`config.mk`:
```
export PLATFORM = sky130hd
export DESIGN_NAME = efuse_load_ctrl
export DESIGN_NICKNAME = d
export VERILOG_FILES = /design/src/rtl/efuse_load_ctrl.sv
export SDC_FILE = /design/constraint.sdc
export NUM_CORES = 1
export LEC_CHECK = 0
export CORE_MARGIN = 3
export CORE_UTILIZATION = 43
export CTS_BUF_LIST = sky130_fd_sc_hd__clkbuf_16
export CTS_CLUSTER_SIZE = 14
export DETAILED_ROUTE_END_ITERATION = 8
export PLACE_DENSITY = 0.8
export SYNTH_ARGS = -nofsm -noshare
export SYNTH_HDL_FRONTEND = slang
export SYNTH_SLANG_ARGS = --single-unit
```
`constraint.sdc`:
```
create_clock -name i_clk -period 2.45 [get_ports i_clk]
set_input_delay 0.49 -clock i_clk [delete_from_list [all_inputs] [get_ports i_clk]]
set_output_delay 0.49 -clock i_clk [all_outputs]
set_load 0.01 [all_outputs]
```
`src/rtl/efuse_load_ctrl.sv`:
```
// Efuse load sequencer: request/done handshake, image capture, per-attempt timeout with bounded retry.
// Latency: start -> req +1, vld +2, idle +4 with a 1-cycle IP; no backpressure, starts outside IDLE/ERR dropped.
module efuse_load_ctrl #(
    parameter int DATA_NUM    = 8,
    parameter int DW          = 8,
    parameter int TIMEOUT_CYC = 255,
    parameter int MAX_RETRY   = 3,
    parameter int AUTO_LOAD   = 1
) (
    input  logic                          i_clk,
    input  logic                          i_rst_n,
    input  logic                          i_load_start,
    output logic                          o_efuse_load_req,
    input  logic                          i_efuse_load_done,
    input  logic                          i_efuse_reg_update,
    input  logic [DATA_NUM*DW-1:0]        i_efuse_reg_data,
    output logic [DATA_NUM*DW-1:0]        o_efuse_data,
    output logic                          o_efuse_data_vld,
    output logic                          o_busy,
    output logic                          o_load_err,
    output logic [$clog2(MAX_RETRY+2)-1:0] o_retry_cnt
);
    localparam int IW = DATA_NUM * DW;
    localparam int RW = $clog2(MAX_RETRY + 2);
    localparam int TW = $clog2(TIMEOUT_CYC);

    typedef enum logic [1:0] {S_IDLE, S_REQ, S_RELEASE, S_ERR} state_t;

    state_t          r_state, w_state_nxt;
    logic            r_auto_pend, w_auto_pend_nxt;
    logic            r_upd_seen, w_upd_seen_nxt;
    logic [TW-1:0]   r_timer, w_timer_nxt;
    logic [IW-1:0]   r_data, w_data_nxt;
    logic            r_vld, w_vld_nxt;
    logic [RW-1:0]   r_retry, w_retry_nxt;
    logic            r_req, r_busy, r_err;
    logic            w_start_load;

    assign o_efuse_load_req = r_req;
    assign o_efuse_data     = r_data;
    assign o_efuse_data_vld = r_vld;
    assign o_busy           = r_busy;
    assign o_load_err       = r_err;
    assign o_retry_cnt      = r_retry;

    always_comb begin
        w_state_nxt     = r_state;
        w_auto_pend_nxt = r_auto_pend;
        w_upd_seen_nxt  = r_upd_seen;
        w_timer_nxt     = r_timer;
        w_data_nxt      = r_data;
        w_vld_nxt       = r_vld;
        w_retry_nxt     = r_retry;
        w_start_load    = 1'b0;

        case (r_state)
            S_IDLE: w_start_load = r_auto_pend | i_load_start;
            S_ERR:  w_start_load = i_load_start;
            S_REQ: begin
                w_timer_nxt = r_timer + TW'(1);
                if (i_efuse_reg_update) begin
                    w_data_nxt     = i_efuse_reg_data;
                    w_upd_seen_nxt = 1'b1;
                end
                if (i_efuse_load_done) begin
                    w_state_nxt = S_RELEASE;
                    if (r_upd_seen | i_efuse_reg_update)
                        w_vld_nxt = 1'b1;
                    else
                        w_retry_nxt = r_retry + RW'(1);
                end else if (r_timer == TW'(TIMEOUT_CYC - 1)) begin
                    w_state_nxt = S_RELEASE;
                    w_retry_nxt = r_retry + RW'(1);
                end
            end
            S_RELEASE: begin
                // A set vld here can only mean the attempt just finished succeeded.
                if (!i_efuse_load_done) begin
                    if (r_vld) begin
                        w_state_nxt = S_IDLE;
                    end else if (r_retry <= RW'(MAX_RETRY)) begin
                        w_state_nxt    = S_REQ;
                        w_timer_nxt    = '0;
                        w_upd_seen_nxt = 1'b0;
                    end else begin
                        w_state_nxt = S_ERR;
                    end
                end
            end
            default: w_state_nxt = S_IDLE;
        endcase

        if (w_start_load) begin
            w_state_nxt     = S_REQ;
            w_auto_pend_nxt = 1'b0;
            w_vld_nxt       = 1'b0;
            w_retry_nxt     = '0;
            w_timer_nxt     = '0;
            w_upd_seen_nxt  = 1'b0;
        end
    end

    always_ff @(posedge i_clk or negedge i_rst_n) begin
        if (!i_rst_n) begin
            r_state     <= S_IDLE;
            r_auto_pend <= (AUTO_LOAD != 0);
            r_upd_seen  <= 1'b0;
            r_timer     <= '0;
            r_data      <= '0;
            r_vld       <= 1'b0;
            r_retry     <= '0;
            r_req       <= 1'b0;
            r_busy      <= 1'b0;
            r_err       <= 1'b0;
        end else begin
            r_state     <= w_state_nxt;
            r_auto_pend <= w_auto_pend_nxt;
            r_upd_seen  <= w_upd_seen_nxt;
            r_timer     <= w_timer_nxt;
            r_data      <= w_data_nxt;
            r_vld       <= w_vld_nxt;
            r_retry     <= w_retry_nxt;
            r_req       <= (w_state_nxt == S_REQ);
            r_busy      <= (w_state_nxt == S_REQ) || (w_state_nxt == S_RELEASE);
            r_err       <= (w_state_nxt == S_ERR);
        end
    end
endmodule

```
-- Word-level counts from Yosys, hierarchy flattened
Cells that the tools add are included.
- bitwise operators: 2
- multiplexer cells: 28
- equality and inequality tests: 12
- reductions and logical operators: 12
- add/sub/neg operators: 2
- $lt $le $gt $ge: 1
- operator list (kind ; number):
    $mux 8 ; 4
    $pmux 8 s2 ; 1
    $mux 3 ; 5
    $ne 3x3->1 const B ; 5
    $mux 2 ; 6
    $mux 1 ; 9
    $add 8x1->8 const B ; 1
    $eq 2x2->1 const B ; 4
    $eq 8x8->1 const B ; 1
    $reduce_and 3->1 ; 2
    $reduce_bool 2->1 ; 3
    $reduce_bool 3->1 ; 2
    $reduce_and 5->1 ; 1
    $eq 2x1->1 const B ; 2
    $pmux 1 s2 ; 2
    $pmux 2 s2 ; 1
    $reduce_and 4->1 ; 1
    $add 3x1->3 const B ; 1
    $le 3x2->1 const B ; 1
    $logic_not 2->1 ; 1
    $or 1x1->1 ; 2
    $reduce_and 2->1 ; 1
    $logic_or 1x1->1 ; 1
- input bits: 69
- output and inout bits: 71
- word-level logic and storage cells: 67
- bits in registers: 83

-- Logic depth before layout (Yosys ltp)
Gate-level depths: netlist (run 1).
- word-level depth: 8
- depth in mapped cells: 9
- depth with buffers taken out: 8

-- Least setup slack after synthesis (run 1)
No wires, ideal clock.
- kind: flip-flop to flip-flop
- start: reg r_retry[0] (netlist: o_retry_cnt[0])
- end: reg r_busy (netlist: o_busy)
- cell stages (with the launch flop): 8
- required time: 2.337 ns
- data arrival time: 1.770 ns
- library setup time: 0.113 ns
- slack: 0.567 ns
- buffers on the path: 0
- clock period less this slack: 1.883 ns
- cell sequence: dfrtp_1 -> ha_1 -> ha_1 -> o41ai_1 -> a22oi_1 -> or2_1 -> ha_1 -> inv_1
- cells in the longest elaborated chain, start to end: 8
- elaborated cells on any way between the ends: 9
- classes of those cells: order compare: 1; eq/ne: 2; mux: 5; reduce/logical: 1
- RTL lines (element ; line ; RTL):
    start: declaration ; 35 ; logic [RW-1:0] r_retry, w_retry_nxt;
    start signal: assignment ; 122 ; r_retry <= w_retry_nxt;
    $le 3x2->1 (*) ; 81 ; end else if (r_retry <= RW'(MAX_RETRY)) begin
    $mux 2 (*) ; 81 ;
    $mux 2 (*) ; 79 ; if (r_vld) begin
    $mux 2 (*) ; 78 ; if (!i_efuse_load_done) begin
    $pmux 2 s2 (*) ; 56 ; case (r_state)
    $mux 2 (*) ; 93 ; if (w_start_load) begin
    $eq 2x1->1 / $eq 2x2->1 (equally long branches) ; 124 ; r_busy <= (w_state_nxt == S_REQ) || (w_state_nxt == S_RELEASE);
    $logic_or 1x1->1 (*) ; 124 ;
    end signal: assignment ; 124 ;
    end: declaration ; 36 ; logic r_req, r_busy, r_err;
Mark *: on every way between the ends. The rest lies on a longest branch, timed or not.
A chain may end at the register's enable or synchronous reset.

-- Final worst setup path (run 1)
- start: reg r_state[1]
- end: reg r_busy (netlist: o_busy)
- elaborated cells on any way between the ends: 13
- classes of those cells: eq/ne: 5; mux: 6; reduce/logical: 2
- RTL lines (element ; line ; RTL):
    start: declaration ; 29 ; state_t r_state, w_state_nxt;
    start signal: assignment ; 116 ; r_state <= w_state_nxt;
    $eq 2x2->1, or another cell as far along ; 56 ;
    $pmux 2 s2 / $pmux 1 s2 (equally long branches) ; 56 ;
    $mux 2 (*) ; 93 ;
    net w_state_nxt[0] ; 29 ;
    $eq 2x1->1 / $eq 2x2->1 (equally long branches) ; 124 ;
    $logic_or 1x1->1 (*) ; 124 ;
Mark *: on every way through the listed nets, which the timed path passes. The rest lies on a longest branch.

==> results of run 1 <==
## area by class of cell
type	instances	area, um2
Fill cell	541	2454
Multi-Input combinational cell	145	1308
Sequential cell	83	2078
Clock buffer	9	225.2
Clock inverter	7	85.08
Inverter	7	26.28
Timing Repair Buffer	144	1464
Tap cell	102	127.6
## cell usage after synthesis (2+ instances only)
cell type / instances
nand3_1: 2
dfrtp_1: 82
mux2i_1: 3
mux2_2: 64
o31ai_2: 2
o21ai_0: 5
inv_1: 7
xnor2_1: 2
nand2_1: 9
a21oi_1: 4
nor2_1: 13
a31oi_1: 2
nand4_1: 2
buf_2: 8
ha_1: 10
xor2_1: 4
## sequential cells by signal, summed over array words and instances (netlist names)
name	count
o_retry_cnt	3
o_busy	1
r_upd_seen	1
r_state	2
o_efuse_data	64
o_load_err	1
o_efuse_load_req	1
o_efuse_data_vld	1
r_timer	8
r_auto_pend	1
## metal layers
layer  vias to the layer above  part of all wire [%]  track usage [%]
met5                         -                     0                0
met4                         0                   1.5            5.924
met3                        10                   7.3            3.440
met2                        94                    49            28.60
met1                      1167                    42            20.65
li1                       1144                     -                -
## through the flow
| stage | utilization (%) | setup slack, ns | total power [mW] |
|---|---|---|---|
| 6_report | 68.41 | 0.3093 | 6.844 |
| 5_1_grt | 68.41 | 0.1701 | 7.260 |
| 4_1_cts | 68.41 | 0.2978 | 6.916 |
| 3_5_place_dp | 64.42 | 0.1618 | 5.508 |
| 3_3_place_gp | 64.42 | 0.2443 | 5.408 |
| 2_1_floorplan | - | 0.5670 | 3.863 |
## power by group
part	internal [mW]	switching, mW
sequential	2.02	0.344
clock	0.882	0.511
combinational	1.87	1.22
total	4.77	2.08
## worst reg2reg max path, delay by kind of cell, from the launching register on
kind	cells	cell delay, ns
buffers and inverters	2	0.14
AOI/OAI and AO/OA	3	0.59
and+or+nand+nor	1	0.24
adders and majority gates	2	0.64
DFF	1	0.44
## worst max-delay path by stage
stage / startpoint / to / slack (ns) / cells after the start
floorplan: o_retry_cnt[0] / o_busy / 0.57 / 7
global placement: i_efuse_load_done / o_busy / 0.24 / 7
detailed placement: i_efuse_load_done / o_busy / 0.16 / 7
CTS: r_state[1] / o_busy / 0.30 / 8
global route: r_state[1] / o_busy / 0.17 / 8
finish: r_state[1] / o_busy / 0.31 / 8
## logic make-up after synthesis
logic type               after synthesis
adder cells (fa/ha/maj)               10
flip-flops                            83
XOR/XNOR                               6
AO/OA/AOI/OAI                         23
multiplexers                          67
AND/OR/NAND/NOR                       39
buffers and inverters                 17
## layout by cell type, fill, tap and decap left out, types with 3 or more instances in the layout
cell type	n
o21ai_0	5
a21oi_1	4
inv_1	9
buf_4	3
xor2_1	4
nor2_1	13
ha_1	10
buf_12	3
clkdlybuf4s50_1	138
dfrtp_1	82
nand2_1	8
mux2_2	64
clkbuf_16	9
mux2i_1	3
==> impl_metrics.py, run 1 <==
metrics = {
    "finish": {
        "area_growth_pct": 53.10,
        "fin_area_um2": 5314,
        "instances_no_fill": 497,
        "nets": 469,
        "insertedDiodeCount": 0,
        "layout-drive-gt1-share_pct": 23.29,
    },
    "logic_synthesis": {
        "synth_xor_area_share_pct": 1.514,
        "synth_top_family_by_area": "multiplexers",
        "yosys.area_share.simple_pct": 6.092,
        "synth_area_leader_cell": "dfrtp_1",
        "async_flop_share_pct": 100.0,
        "synthCells": 245,
        "syn_area_um2": 3471,
        "synthMuxAreaShare_pct": 21.63,
        "ys_seq_area_share_pct": 59.88,
        "synth_ff_type": "dfrtp_1",
        "yosysTopAreaCellShare_pct": 59.12,
        "synth_enable_flop_cells": 0,
        "syn_avg_cell_area_um2": 14.17,
        "ys_warn_count": 0,
        "synth_fp_nets": 324,
        "ys_seq_elements": 83,
        "synth_cell_types": 42,
        "netlist_top_cells_area": "dfrtp_1 (59%), mux2_2 (21%), ha_1 (3.6%)",
        "synthAdderAreaFrac_pct": 3.605,
        "synth-compound-area-share_pct": 4.758,
    },
    "placed_design": {
        "place.gp.congestion": 0.7833,
        "portBuffers": 139,
        "placedCellCount": 481,
        "placed_area_um2": 5004,
        "hpwl_mm": 5.899,
    },
    "setup_path": {
        "cp_max_fo": 11,
        "r2r_end": "o_busy",
        "required_ns": 2.66,
        "arrival_ns": 2.35,
        "crit_path_top_delay_cell": "dfrtp_1",
        "worstRegToRegCells": 8,
        "cpLargestDelayFamily": "adder cells",
        "critPathKind": "flip-flop to flip-flop",
        "r2r-start": "r_state[1]",
        "crit_path_end_kind": "flip-flop",
        "rrSetupSlack_ns": 0.31,
        "cpPeakStageDelay_ns": 0.44,
        "startpoint_type": "flip-flop",
        "crit_chain": "inv_1 -> ha_1 -> and2b_1 -> o21ai_0 -> a31oi_1 -> a311o_1 -> ha_1 -> inv_1",
        "critPathBufInv": 2,
    },
    "sta": {
        "setup_tns_ns": 0,
        "hold_slack_ns": 0.1161,
        "final-hold-violation-count": 0,
        "slew_viol_final": 0,
        "fmax_ghz": 0.4671,
        "rsz0062_at_grt": "no",
        "final-setup-viol-count": 0,
        "finClkSkew_ns": 0.01164,
        "fin_crit_sh_pct": 87.38,
        "maxSlewHeadroom_pct": 68.34,
        "worst_pin_slew_ns": 0.4750,
        "fin_crit_ns": 2.141,
    },
    "job": {
        "cap_violations": 0,
    },
    "cts": {
        "clk_latency_ns": 0.33,
        "path_clk_slew_ns": 0.07,
        "clock-root-buffer": "clkbuf_16",
        "clockBufferDepth": 2,
        "post_cts_buffers": 0,
        "cts-resized-gates": 0,
        "cts_num_sinks": 83,
        "numCtsBuffers": 9,
        "cts_hold_buffers": 0,
        "ctsHtreeMaxLevel": 3,
        "tritoncts": "built",
    },
    "die": {
        "die_h_um": 95.84,
        "io_pins": 140,
        "start_util_pct": 44.68,
        "core_area_um2": 7767,
        "rows": 32,
        "die_area_um2": 9185,
        "dieWidth_um": 95.84,
    },
    "drt": {
        "via_per_inst": 4.859,
        "drt-total-wl_mm": 7.811,
        "ant_nets": 0,
        "num_vias": 2415,
        "drc": 0,
        "wl_per_cell_um": 15.72,
        "drt_iter0_markers": 110,
        "drtPass1Iterations": 4,
    },
    "grt": {
        "grt-ovfl-total": 0,
        "antenna_found_initial": 0,
        "grt_pass1_wl_mm": 11.94,
        "grt_usage_pct": 16.61,
        "grt_pass1_vias": 2529,
        "grt_max_degree": 49,
    },
    "outcome": {
        "status": "complete, no violations",
    },
    "min_path": {
        "hold_path_class": "input port to asynchronous set/reset pin",
    },
    "power": {
        "powerDensity_nw_per_um2": 1288,
        "ir_drop_v": 0.0006314,
        "p_leak_nw": 2.298,
    },
}
(Power assumes the default switching activity.)
==> run 2, diff against run 1 <==
--- a/config.mk
+++ b/config.mk
@@ -5,6 +5,7 @@
 export SDC_FILE = /design/constraint.sdc
 export NUM_CORES = 1
 export LEC_CHECK = 0
+export ABC_CLOCK_PERIOD_IN_PS = 2450
 export CORE_MARGIN = 3
 export CORE_UTILIZATION = 43
 export CTS_BUF_LIST = sky130_fd_sc_hd__clkbuf_16
==> results of run 2 <==
No change in the layout: final DEF, timing and power equal those of run 1.
